### config.mk
export PLATFORM = sky130hd
export DESIGN_NAME = wtm_4bit_20bee0082
export DESIGN_NICKNAME = d
export VERILOG_FILES = /design/src/rtl/wtm_4bit_20bee0082.sv
export SDC_FILE = /design/constraint.sdc
export NUM_CORES = 1
export LEC_CHECK = 0
export ABC_AREA = 1
export BUFFER_PORTS_ARGS = -buffer_cell sky130_fd_sc_hd__buf_2
export CAP_MARGIN = 25
export CORE_MARGIN = 2
export CORE_UTILIZATION = 43
export DETAILED_ROUTE_END_ITERATION = 7
export MAX_ROUTING_LAYER = met4
export PLACE_DENSITY = 0.84
export SLEW_MARGIN = 10
export SYNTH_ARGS = -nofsm -noshare
export SYNTH_HDL_FRONTEND = slang
export SYNTH_SLANG_ARGS = --single-unit
### constraint.sdc
create_clock -name clk -period 3.4 [get_ports clk]
set_clock_uncertainty 0.2 [all_clocks]
set_input_delay 0.68 -clock clk [delete_from_list [all_inputs] [get_ports clk]]
set_output_delay 0.68 -clock clk [all_outputs]
set_load 0.01 [all_outputs]
### src/rtl/wtm_4bit_20bee0082.sv
// Unsigned 4x4 Wallace-tree multiplier, registered 8-bit product.
// Two HA/FA reduction layers feed a ripple carry-propagate adder.
module wtm_4bit_20bee0082_ha (
  input  logic x,
  input  logic y,
  output logic s,
  output logic c
);
  assign s = x ^ y;
  assign c = x & y;
endmodule

module wtm_4bit_20bee0082_fa (
  input  logic x,
  input  logic y,
  input  logic z,
  output logic s,
  output logic c
);
  assign s = x ^ y ^ z;
  assign c = (x & y) | (x & z) | (y & z);
endmodule

module wtm_4bit_20bee0082 (
  input  logic       clk,
  input  logic       rst,
  input  logic [3:0] a,
  input  logic [3:0] b,
  output logic [7:0] P
);
  logic [3:0][3:0] pp;
  logic [7:0]      prod;

  // pp[i][j] has weight i+j
  always_comb begin
    pp = '0;
    for (int i = 0; i < 4; i++) begin
      for (int j = 0; j < 4; j++) begin
        pp[i][j] = a[j] & b[i];
      end
    end
  end

  // layer 1: heights 1,2,3,4,3,2,1 -> 1,2,1,3,2,3,1
  logic s1_2, c1_2;
  logic s1_3, c1_3;
  logic s1_4, c1_4;

  wtm_4bit_20bee0082_fa u_l1_c2 (
    .x(pp[0][2]), .y(pp[1][1]), .z(pp[2][0]),
    .s(s1_2), .c(c1_2)
  );
  wtm_4bit_20bee0082_fa u_l1_c3 (
    .x(pp[0][3]), .y(pp[1][2]), .z(pp[2][1]),
    .s(s1_3), .c(c1_3)
  );
  wtm_4bit_20bee0082_fa u_l1_c4 (
    .x(pp[1][3]), .y(pp[2][2]), .z(pp[3][1]),
    .s(s1_4), .c(c1_4)
  );

  // layer 2: -> every column at most 2 high
  logic s2_3, c2_3;
  logic s2_4, c2_4;
  logic s2_5, c2_5;

  wtm_4bit_20bee0082_fa u_l2_c3 (
    .x(c1_2), .y(s1_3), .z(pp[3][0]),
    .s(s2_3), .c(c2_3)
  );
  wtm_4bit_20bee0082_ha u_l2_c4 (
    .x(c1_3), .y(s1_4),
    .s(s2_4), .c(c2_4)
  );
  wtm_4bit_20bee0082_fa u_l2_c5 (
    .x(c1_4), .y(pp[2][3]), .z(pp[3][2]),
    .s(s2_5), .c(c2_5)
  );

  // ripple carry-propagate adder over the two remaining rows
  logic r1, r2, r3, r4, r5, r6;

  assign prod[0] = pp[0][0];

  wtm_4bit_20bee0082_ha u_r1 (
    .x(pp[0][1]), .y(pp[1][0]),
    .s(prod[1]), .c(r1)
  );
  wtm_4bit_20bee0082_ha u_r2 (
    .x(s1_2), .y(r1),
    .s(prod[2]), .c(r2)
  );
  wtm_4bit_20bee0082_ha u_r3 (
    .x(s2_3), .y(r2),
    .s(prod[3]), .c(r3)
  );
  wtm_4bit_20bee0082_fa u_r4 (
    .x(s2_4), .y(c2_3), .z(r3),
    .s(prod[4]), .c(r4)
  );
  wtm_4bit_20bee0082_fa u_r5 (
    .x(s2_5), .y(c2_4), .z(r4),
    .s(prod[5]), .c(r5)
  );
  wtm_4bit_20bee0082_fa u_r6 (
    .x(pp[3][3]), .y(c2_5), .z(r5),
    .s(prod[6]), .c(r6)
  );

  assign prod[7] = r6;

  always_ff @(posedge clk) begin
    if (rst) P <= 8'h00;
    else     P <= prod;
  end
endmodule

### Word level (Yosys, flattened, before mapping)

Index checks and enable logic that the tools add are counted.

* bits in registers: 8
* input port bits: 10
* output and inout bits: 8
* logic and storage cells: 81

* bitwise operators: 80

Operators by type and width (number)
* $and 1x1->1: 44
* $xor 1x1->1: 20
* $or 1x1->1: 16

### Longest topological paths before layout

Gate-level depths: netlist (run 1).

* word-level depth: 16
* depth in mapped cells: 14
* mapped depth without buffers: 14

### Cells and area by module

From an unflattened synthesis (run 1), not the netlist that was laid out.

* cells, all modules: 67
* area total of the unflattened synthesis: 554.3 µm²

Modules (own cells, without submodules)
* wtm_4bit_20bee0082: times used 1, cells an instance 55, area an instance 344.1 µm², sequential area each 160.2 µm²
* wtm_4bit_20bee0082_fa: times used 8, cells an instance 1, area an instance 20.0 µm², sequential area each 0.0 µm²
* wtm_4bit_20bee0082_ha: times used 4, cells an instance 1, area an instance 12.5 µm², sequential area each 0.0 µm²

### Worst setup path before layout (run 1)

No wires, ideal clock.

* path type: input port to flip-flop
* start: input port b[0]
* end: register P[6]
* setup time: 0.064 ns
* arrival time: 3.215 ns
* data required time: 3.136 ns
* slack: -0.079 ns
* stages on the path: 14
* cell sequence: nand2_1 inv_1 fa_1 inv_1 fa_1 inv_1 ha_1 fa_1 inv_1 fa_1 inv_1 fa_1 inv_1 nor2_1

* word-level cells in the longest chain between the ends: 14

Ends and longest elaborated chain
* from (decl): RTL line 28 `input logic [3:0] b,`
* $and 1x1->1: RTL line 39 `pp[i][j] = a[j] & b[i];`
* $and 1x1->1: RTL line 21 `assign c = (x & y) | (x & z) | (y & z);`
* $or 1x1->1 (2 in a row): RTL line 21
* $and 1x1->1 / $xor 1x1->1 (equally long branches): RTL line 21, 20
* $or 1x1->1 / $xor 1x1->1 (equally long branches): RTL line 21, 20
* $or 1x1->1 / $and 1x1->1 (equally long branches): RTL line 21, 10
* $and 1x1->1: RTL line 21
* $or 1x1->1 (2 in a row): RTL line 21
* $and 1x1->1: RTL line 21
* $or 1x1->1: RTL line 21
* $or 1x1->1 *: RTL line 21
* $xor 1x1->1 *: RTL line 20 `assign s = x ^ y ^ z;`
* named net u_r6.s: RTL line 17 `output logic s,`
* to (signal assigned): RTL line 114 `else P <= prod;`
* to (decl): RTL line 29 `output logic [7:0] P`

Mark *: on every way through the listed nets, which the timed path passes. The rest lies on a longest branch.
A chain may end at the register's enable or synchronous reset.

### Worst setup path after layout (run 1)

Ends and elaborated chain as after synthesis.

==> impl_metrics.ini, run 1 <==
[floorplan]
io_pins = 18
die_w_um = 40.27
design.die.area_sq_mm = 0.001621
rows = 13
initial_core_util_pct = 44.58
core_sq_mm = 0.001269
die_y_um = 40.27

[yosys]
synth-simple-area-share_pct = 15.93
synth_area_per_cell_sq_um = 8.079
synthCells = 70
ys_ff_latch = 8
synth_cell_type_count = 7
ys_async_sr_fraction_pct = 0
synth_edf_count = 0
yosysWarnings = 0
synth_top_family_by_area = adder cells
yosys-top-cells-area = dfxtp_1 (28%), fa_1 (28%), inv_1 (17%), nand2_1 (11%), ha_1 (8.8%)
synth_common_cells = inv_1 (25), nand2_1 (16), dfxtp_1 (8), fa_1 (8), nor2_1 (8)
yosysTopAreaCell = dfxtp_1
synth_compound_area_share_pct = 0
synthAdderAreaFrac_pct = 37.17
synth_xor_area_share_pct = 0
seq_area_frac_synth_pct = 28.32
ys.flop_type = dfxtp_1
mappedNetlistArea_sq_um = 565.5
synth_top_area_share_pct = 28.32
synth_most_common_cell = inv_1
synthMuxAreaShare_pct = 0
syn_nets = 92

[sta]
timing.final.crit_share_pct = 98.13
drv_slew = 0
tightestPinTransition_ps = 135.2
fin_ws_ps = 63.45
setup_viol = 0
holdWs_ps = 488.7
hold_viol = 0
slew-limit-headroom_pct = 90.99
min_period_ps = 3337
max_freq_ghz = 0.2997
rsz0062_at_grt = yes

[power_and_ir_drop]
p_leak_nw = 0.4851
comb_power_share_pct = 32.7
switchingPower_mw = 0.07598
seqPwrFrac_pct = 41.2
p_int_mw = 0.1837
powerDensity_mw_per_mm2 = 347.0
ir_worst_vdd_mv = 0.09631
clockPowerShare_pct = 26.1
p_sw_share_pct = 29.26

[setup_path]
max_stage_delay_ps = 520
worstPathRequired_ps = 3380
cp.arrival_ps = 3320
path_delay_family = adder cells
path_cells = buf_4 > nand2_2 > inv_2 > fa_1 > inv_1 > fa_1 > inv_1 > ha_2 > fa_2 > inv_2 > fa_2 > inv_1 > fa_1 > inv_1 > nor2_1
cp-end-kind = flip-flop
crit_fanout = 3
slowest_stage = fa_1
start_kind = input pin
critical_path_class = in2reg
critPathBufInv = 7
crit_top_cell = inv_1

[grt]
antenna_found_initial = 0
grt_max_degree = 9
grt_pass1_wl_mm = 1.607
grt_pass1_vias = 455
grt_use_total_pct = 16.13
gr-total-overflow = 0

[final_layout]
diodes = 0
fill_cells = 126
nets = 120
reg_top3 = P x8
largest_reg_flops = 8
top_register = P
areaGrowthSynthToFinish_pct = 32.30
drive_gt1_share_pct = 36.46

[cts]
cts_buffer_depth = 2
clkSinkCount = 8
postCtsSetupBuffers = 0
clk_pin_slew_ps = 50
holdBufCountCts = 0
cts-root-buf = clkbuf_4
tritoncts = built
cts_buffers = 3
h-tree-depth = 1

[drt]
totalWireLength_um = 946
vias = 469
drtPass1Iterations = 2
avgViaCountPerCell = 4.225
drtIter0Drc = 4
wire_per_inst_um = 8.523
drc = 0
drt.antenna.violating_nets = 0

[placement]
portBuffers = 17
place_hpwl_um = 861.4
dp_slack_ps = -252.3
gp_congestion = 0.7656

[worst_hold_path]
hold_class = in2reg

[status]
status = finished clean

[flow_run]
drv_cap = 0
-- final cells by class --
| cell class | count | area (sq um) | share of cell area (%) |
|---|---|---|---|
| sequential | 8 | 160.2 | 21.40 |
| clock buffer | 3 | 22.52 | 3.010 |
| tap | 15 | 18.77 | 2.508 |
| inverter | 25 | 93.84 | 12.54 |
| timing repair buffer | 24 | 140.1 | 18.73 |
| multi-input combinational | 36 | 312.8 | 41.81 |
-- cells in the final DEF (no fill, tap or decap), types with 3 or more instances in the layout --
cell type	instances
inv_1	22
buf_2	16
nand2_1	14
dfxtp_1	8
nor2_1	8
buf_4	8
fa_1	6
inv_2	3
ha_1	3
clkbuf_4	3
-- power by group through the flow --
| stage | Clock, mW | Sequential [mW] | Combinational (mW) |
|---|---|---|---|
| after CTS | 0.0709 | 0.107 | 0.0863 |
| after global placement | 0 | 0.109 | 0.0805 |
| after detailed placement | 0 | 0.109 | 0.0856 |
| final | 0.0677 | 0.107 | 0.0849 |
| after floorplan | 0 | 0.115 | 0.0451 |
| after global routing | 0.0748 | 0.109 | 0.102 |
-- kinds of logic (layout without fill, tap and decap cells) --
kind of cell               Yosys count  count (layout)
DFF                                  8               8
adders and majority gates           12              12
buffers and inverters               26              52
and+or+nand+nor                     24              24
-- final timing paths --
check | from | cells past startpoint | slack (ps) | endpoint
worst max-delay path | b[0] | 15 | 60 | P[6]
worst min-delay path | rst | 2 | 490 | P[5]
-- per-stage QoR --
step           util (%)  TNS (ps)  std cells  instance area, sq um  total power, mW
3_5_place_dp      56.61    -442.5        108                 718.2           0.1947
5_1_grt           58.97    -68.77        111                 748.2           0.2855
6_report          58.97         0        111                 748.2           0.2597
2_1_floorplan         -    -27.73         70                 573.1           0.1606
4_1_cts           58.38         0        111                 740.7           0.2645
3_3_place_gp      56.61    -309.3        108                 718.2           0.1890
-- metal layers --
metal	wire length, um	global-route usage (%)	vias to the layer above
met5	0	-	-
met2	512	29.44	17
met4	17	15.00	0
met3	64	0	2
met1	351	15.25	210
li1	-	-	240
-- what timing repair did --
| item | 4_1_cts | 5_1_grt |
|---|---|---|
| endpoints found under the setup margin | 0 | 2 |
| resized for setup | 0 | 5 |
| hold endpoints to repair | 0 | 0 |
(Power assumes the default switching activity.)
==> inputs of run 2 (changes only) <==
ABC_AREA = 0   (was 1)
CORE_UTILIZATION = 42   (was 43)
PLACE_DENSITY = 0.83   (was 0.84)
==> run 2 against run 1 <==
Highest routed layer unchanged. First-iteration DRC count decreased by 50%. Core utilization down 1.2 points. Area after synthesis is 2.7% lower. The run now ends with setup timing left. Largest power group unchanged.
==> impl_metrics.ini, run 2 <==
[drt]
drtIter0Drc = 2
avgViaCountPerCell = 4.472
totalWireLength_um = 960
vias = 398
drt.antenna.violating_nets = 0
drc = 0
wire_per_inst_um = 10.79
drtPass1Iterations = 3

[sta]
drv_slew = 0
fin_ws_ps = -38.17
max_freq_ghz = 0.2909
hold_viol = 0
holdWs_ps = 465.9
min_period_ps = 3438
fin_setup_tns_ps = -38.17
slew-limit-headroom_pct = 92.81
setup_viol = 1
tightestPinTransition_ps = 107.6
timing.final.crit_share_pct = 101.1
rsz0062_at_grt = yes

[setup_path]
setup.worst_path.start = b[2]
critPathBufInv = 5
path_delay_family = adder cells
max_stage_delay_ps = 530
crit_top_cell = fa_2
cp.arrival_ps = 3380
critical_path_class = in2reg
start_kind = input pin
crit_fanout = 2
path_cells = buf_6 > and2_4 > fa_1 > inv_1 > fa_1 > inv_1 > ha_2 > fa_2 > inv_2 > fa_2 > inv_2 > fa_2 > and2b_2
cp-end-kind = flip-flop
slowest_stage = fa_1
worstPathRequired_ps = 3340

[final_layout]
top_register = P
diodes = 0
fill_cells = 106
nets = 98
final_common_cell = buf_2
regArea_sq_um = 160.2
areaGrowthSynthToFinish_pct = 33.18
stdcell_count = 89
reg_top3 = P x8
largest_reg_flops = 8
drive_gt1_share_pct = 51.35
multiInputGateArea_sq_um = 375.4
finish.utilization_pct = 57.79
final_cell_mix = buf_2 (14), and2_1 (9), dfxtp_1 (8)
final_cell_area_sq_um = 733.2

[cts]
postCtsSetupBuffers = 0
tritoncts = built
h-tree-depth = 1
holdBufCountCts = 0
cts_buffers = 3
cts-root-buf = clkbuf_4
clkSinkCount = 8
clk_pin_slew_ps = 50
cts_buffer_depth = 2

[placement]
placedCellCount = 86
place_hpwl_um = 809.8
portBuffers = 17
dpl_cell_area_sq_um = 689.4
dp_slack_ps = -373.7
gp_congestion = 0.8780

[floorplan]
die_w_um = 40.21
design.die.area_sq_mm = 0.001616
die_y_um = 40.21
io_pins = 18
rows = 13
initial_core_util_pct = 43.39
core_sq_mm = 0.001269

[grt]
antenna_found_initial = 0
grt_pass1_vias = 371
grt_pass1_wl_mm = 1.518
grt_use_total_pct = 15.51
grt_max_degree = 9
gr-total-overflow = 0

[yosys]
synth_top_area_share_pct = 29.09
mappedNetlistArea_sq_um = 550.5
syn_nets = 73
yosys-top-cells-area = dfxtp_1 (29%), fa_1 (29%), and2_1 (13%), and2b_2 (9.5%), ha_1 (9.1%)
yosysWarnings = 0
ys_ff_latch = 8
synth_common_cells = and2_1 (11), dfxtp_1 (8), fa_1 (8), inv_1 (8), and2b_2 (6)
ys.flop_type = dfxtp_1
yosysTopAreaCell = dfxtp_1
synth_area_per_cell_sq_um = 10.79
ys_async_sr_fraction_pct = 0
synth_cell_type_count = 9
synth_most_common_cell = and2_1
synthCells = 51
seq_area_frac_synth_pct = 29.09
synth_edf_count = 0

[power_and_ir_drop]
total_power_mw = 0.2575
p_int_mw = 0.1872
comb_power_share_pct = 32.0
clockPowerShare_pct = 26.6
ir_worst_vdd_mv = 0.1078
p_leak_nw = 0.3913
seqPwrFrac_pct = 41.4
p_sw_share_pct = 27.29
switchingPower_mw = 0.07028
powerDensity_mw_per_mm2 = 351.2

[worst_hold_path]
worst_hold_startpoint = rst
hold_class = in2reg

[status]
violations = setup timing
status = finished with violations

[flow_run]
drv_cap = 0
## run 2: cell count changes in the layout (fill, tap and decap cells not counted), sizes merged, moves of 4 or more
cell   previous run  this run
and2              0        11
and2b             0         6
buf              24        20
inv              25         8
nand2            16         4
nor2              8         1
## run 2: cells by family after synthesis
family,count (synthesis),synth area share [%]
fa+ha+maj,12,38.18
buf+inv,8,5.455
simple gates,23,27.27
flops,8,29.09
## run 2: path summary, 6_finish.rpt
kind | end | slack [ps] | cells after the start
max | P[6] | -40 | 13
min | P[5] | 470 | 2
## run 2: power by group through the flow
stage | clock network [mW] | registers, mW | logic (mW)
2_1_floorplan | 0 | 0.115 | 0.0425
3_3_place_gp | 0 | 0.109 | 0.0753
3_5_place_dp | 0 | 0.109 | 0.0807
4_1_cts | 0.0707 | 0.107 | 0.0835
5_1_grt | 0.0775 | 0.108 | 0.0954
6_report | 0.0684 | 0.107 | 0.0824
## run 2: layout make-up
class / count / share of cell area [%]
clock buffer: 3 / 3.072
inverter: 8 / 4.096
multi-input combinational: 35 / 51.19
sequential: 8 / 21.84
tap: 15 / 2.560
timing repair buffer: 20 / 17.24
## run 2: timing repair
action	CTS	global route
setup endpoints to repair	2	2
gates resized for setup	6	0
pin swaps	2	0
hold endpoints to repair	0	0
## run 2: metal layers
metal / wire length [um] / up-vias / part of all wire [%] / track usage (%)
met5: 0 / - / 0 / -
met4: 27 / 0 / 2.8 / 12.50
li1: - / 197 / - / -
met3: 28 / 4 / 2.9 / 1.667
met1: 371 / 187 / 39 / 15.52
met2: 532 / 10 / 55 / 27.02
==> inputs of run 3 (changes only) <==
GPL_TIMING_DRIVEN = 0   (was default)
REMOVE_ABC_BUFFERS = 1   (was default)
==> run 3 against run 2 <==
Combinational power down 3.9%. The run still ends with setup timing left. Clock power is essentially flat. Largest power group unchanged. Non-clock buffer count down 2. Global-route usage up 0.36 points. Via count is 2.8% lower. Critical path type unchanged. Design area shrank 1.2%. Core utilization decreased by 0.69 points.
==> impl_metrics.ini, run 3 (synthesis results as in run 2) <==
[placement]
gp_congestion = 0.7947
placedCellCount = 83
portBuffers = 17
place_hpwl_um = 726.2
dpl_cell_area_sq_um = 654.4

[sta]
fin_ws_ps = -53.15
max_freq_ghz = 0.2896
hold_viol = 0
tightestPinTransition_ps = 126.0
drv_slew = 0
slew-limit-headroom_pct = 91.60
holdWs_ps = 487.2
setup_viol = 1
rsz0062_at_grt = yes
min_period_ps = 3453
timing.final.crit_share_pct = 101.6

[drt]
vias = 387
drtIter0Drc = 2
totalWireLength_um = 896
avgViaCountPerCell = 4.448
drtPass1Iterations = 2
drc = 0
wire_per_inst_um = 10.30
drt.antenna.violating_nets = 0

[power_and_ir_drop]
p_leak_nw = 0.3840
powerDensity_mw_per_mm2 = 351.5
ir_worst_vdd_mv = 0.09652

[setup_path]
max_stage_delay_ps = 550
cp.arrival_ps = 3390
critPathBufInv = 5
slowest_stage = fa_1
crit_fanout = 2
worstPathRequired_ps = 3340
path_cells = buf_8 > and2_4 > fa_1 > inv_2 > fa_1 > inv_1 > ha_2 > fa_2 > inv_2 > fa_2 > inv_2 > fa_2 > and2b_2
cp-end-kind = flip-flop
critical_path_class = in2reg
start_kind = input pin
path_delay_family = adder cells

[final_layout]
nets = 96
areaGrowthSynthToFinish_pct = 31.59
final_common_cell = buf_2
diodes = 0
largest_reg_flops = 8
drive_gt1_share_pct = 52.78
reg_top3 = P x8
fill_cells = 105
final_cell_mix = buf_2 (14), dfxtp_1 (8), and2_1 (8)
final_cell_area_sq_um = 724.4
top_register = P
stdcell_count = 87

[status]
status = finished with violations
violations = setup timing

[floorplan]
design.die.area_sq_mm = 0.001616
die_y_um = 40.21
initial_core_util_pct = 43.39
core_sq_mm = 0.001269
die_w_um = 40.21
rows = 13
io_pins = 18

[flow_run]
drv_cap = 0

[grt]
grt_pass1_wl_mm = 1.559
grt_max_degree = 9
gr-total-overflow = 0
antenna_found_initial = 0
grt_use_total_pct = 15.87
grt_pass1_vias = 408

[worst_hold_path]
hold_class = in2reg

[cts]
h-tree-depth = 1
cts_buffers = 3
clkSinkCount = 8
tritoncts = built
clk_pin_slew_ps = 50
cts_buffer_depth = 2
cts-root-buf = clkbuf_4
-- run 3: cell types whose count changed in the layout (fill, tap and decap cells not counted) --
cell / previous run / this run
inv_2: 2 / 3
buf_8: 0 / 1
buf_6: 3 / 2
and2_4: 2 / 3
buf_4: 3 / 1
and2_1: 9 / 8
inv_1: 6 / 5
-- run 3: power by group --
group | total, mW | leakage [nW] | switching [mW] | internal, mW
logic | 0.0792 | 0.304 | 0.0384 | 0.0407
registers | 0.107 | 0.0661 | 0.00189 | 0.105
clock network | 0.0687 | 0.0138 | 0.0286 | 0.0401
-- run 3: area by class of cell --
class / instances / area [sq um] / share of cell area (%)
multi-input cells: 35 / 377.9 / 52.16
flip-flops and latches: 8 / 160.2 / 22.11
repair buffers: 18 / 115.1 / 15.89
inverters: 8 / 30.03 / 4.145
clock buffers: 3 / 22.52 / 3.109
well taps: 15 / 18.77 / 2.591
-- run 3: per-stage QoR --
step / power, mW / setup TNS (ps) / util [%] / setup slack, ps
CTS: 0.2596 / -84.52 / 56.61 / -84.52
floorplan: 0.1554 / -396.4 / - / -237.3
global placement: 0.1781 / -794.5 / 51.58 / -409.6
global route: 0.2792 / -218.2 / 57.10 / -148.8
finish: 0.2546 / -53.15 / 57.10 / -53.15
detailed placement: 0.1810 / -939.5 / 51.58 / -452.4
-- run 3: final timing paths --
check                 startpoint   end  cells past startpoint
worst min-delay path         rst  P[5]                      2
worst max-delay path        b[2]  P[6]                     13
-- run 3: what timing repair did --
action	4_1_cts	5_1_grt
hold buffers	0	0
setup endpoints to repair	2	2
pin swaps	7	6
endpoints found under the hold margin	0	0
setup buffers	1	0
resized for setup	14	3
-- run 3: per-layer routing --
layer,vias up,wire length (um),track usage (%)
met5,-,0,-
met4,0,16,12.50
met3,2,16,3.889
met2,6,518,27.82
met1,187,345,14.48
li1,192,-,-
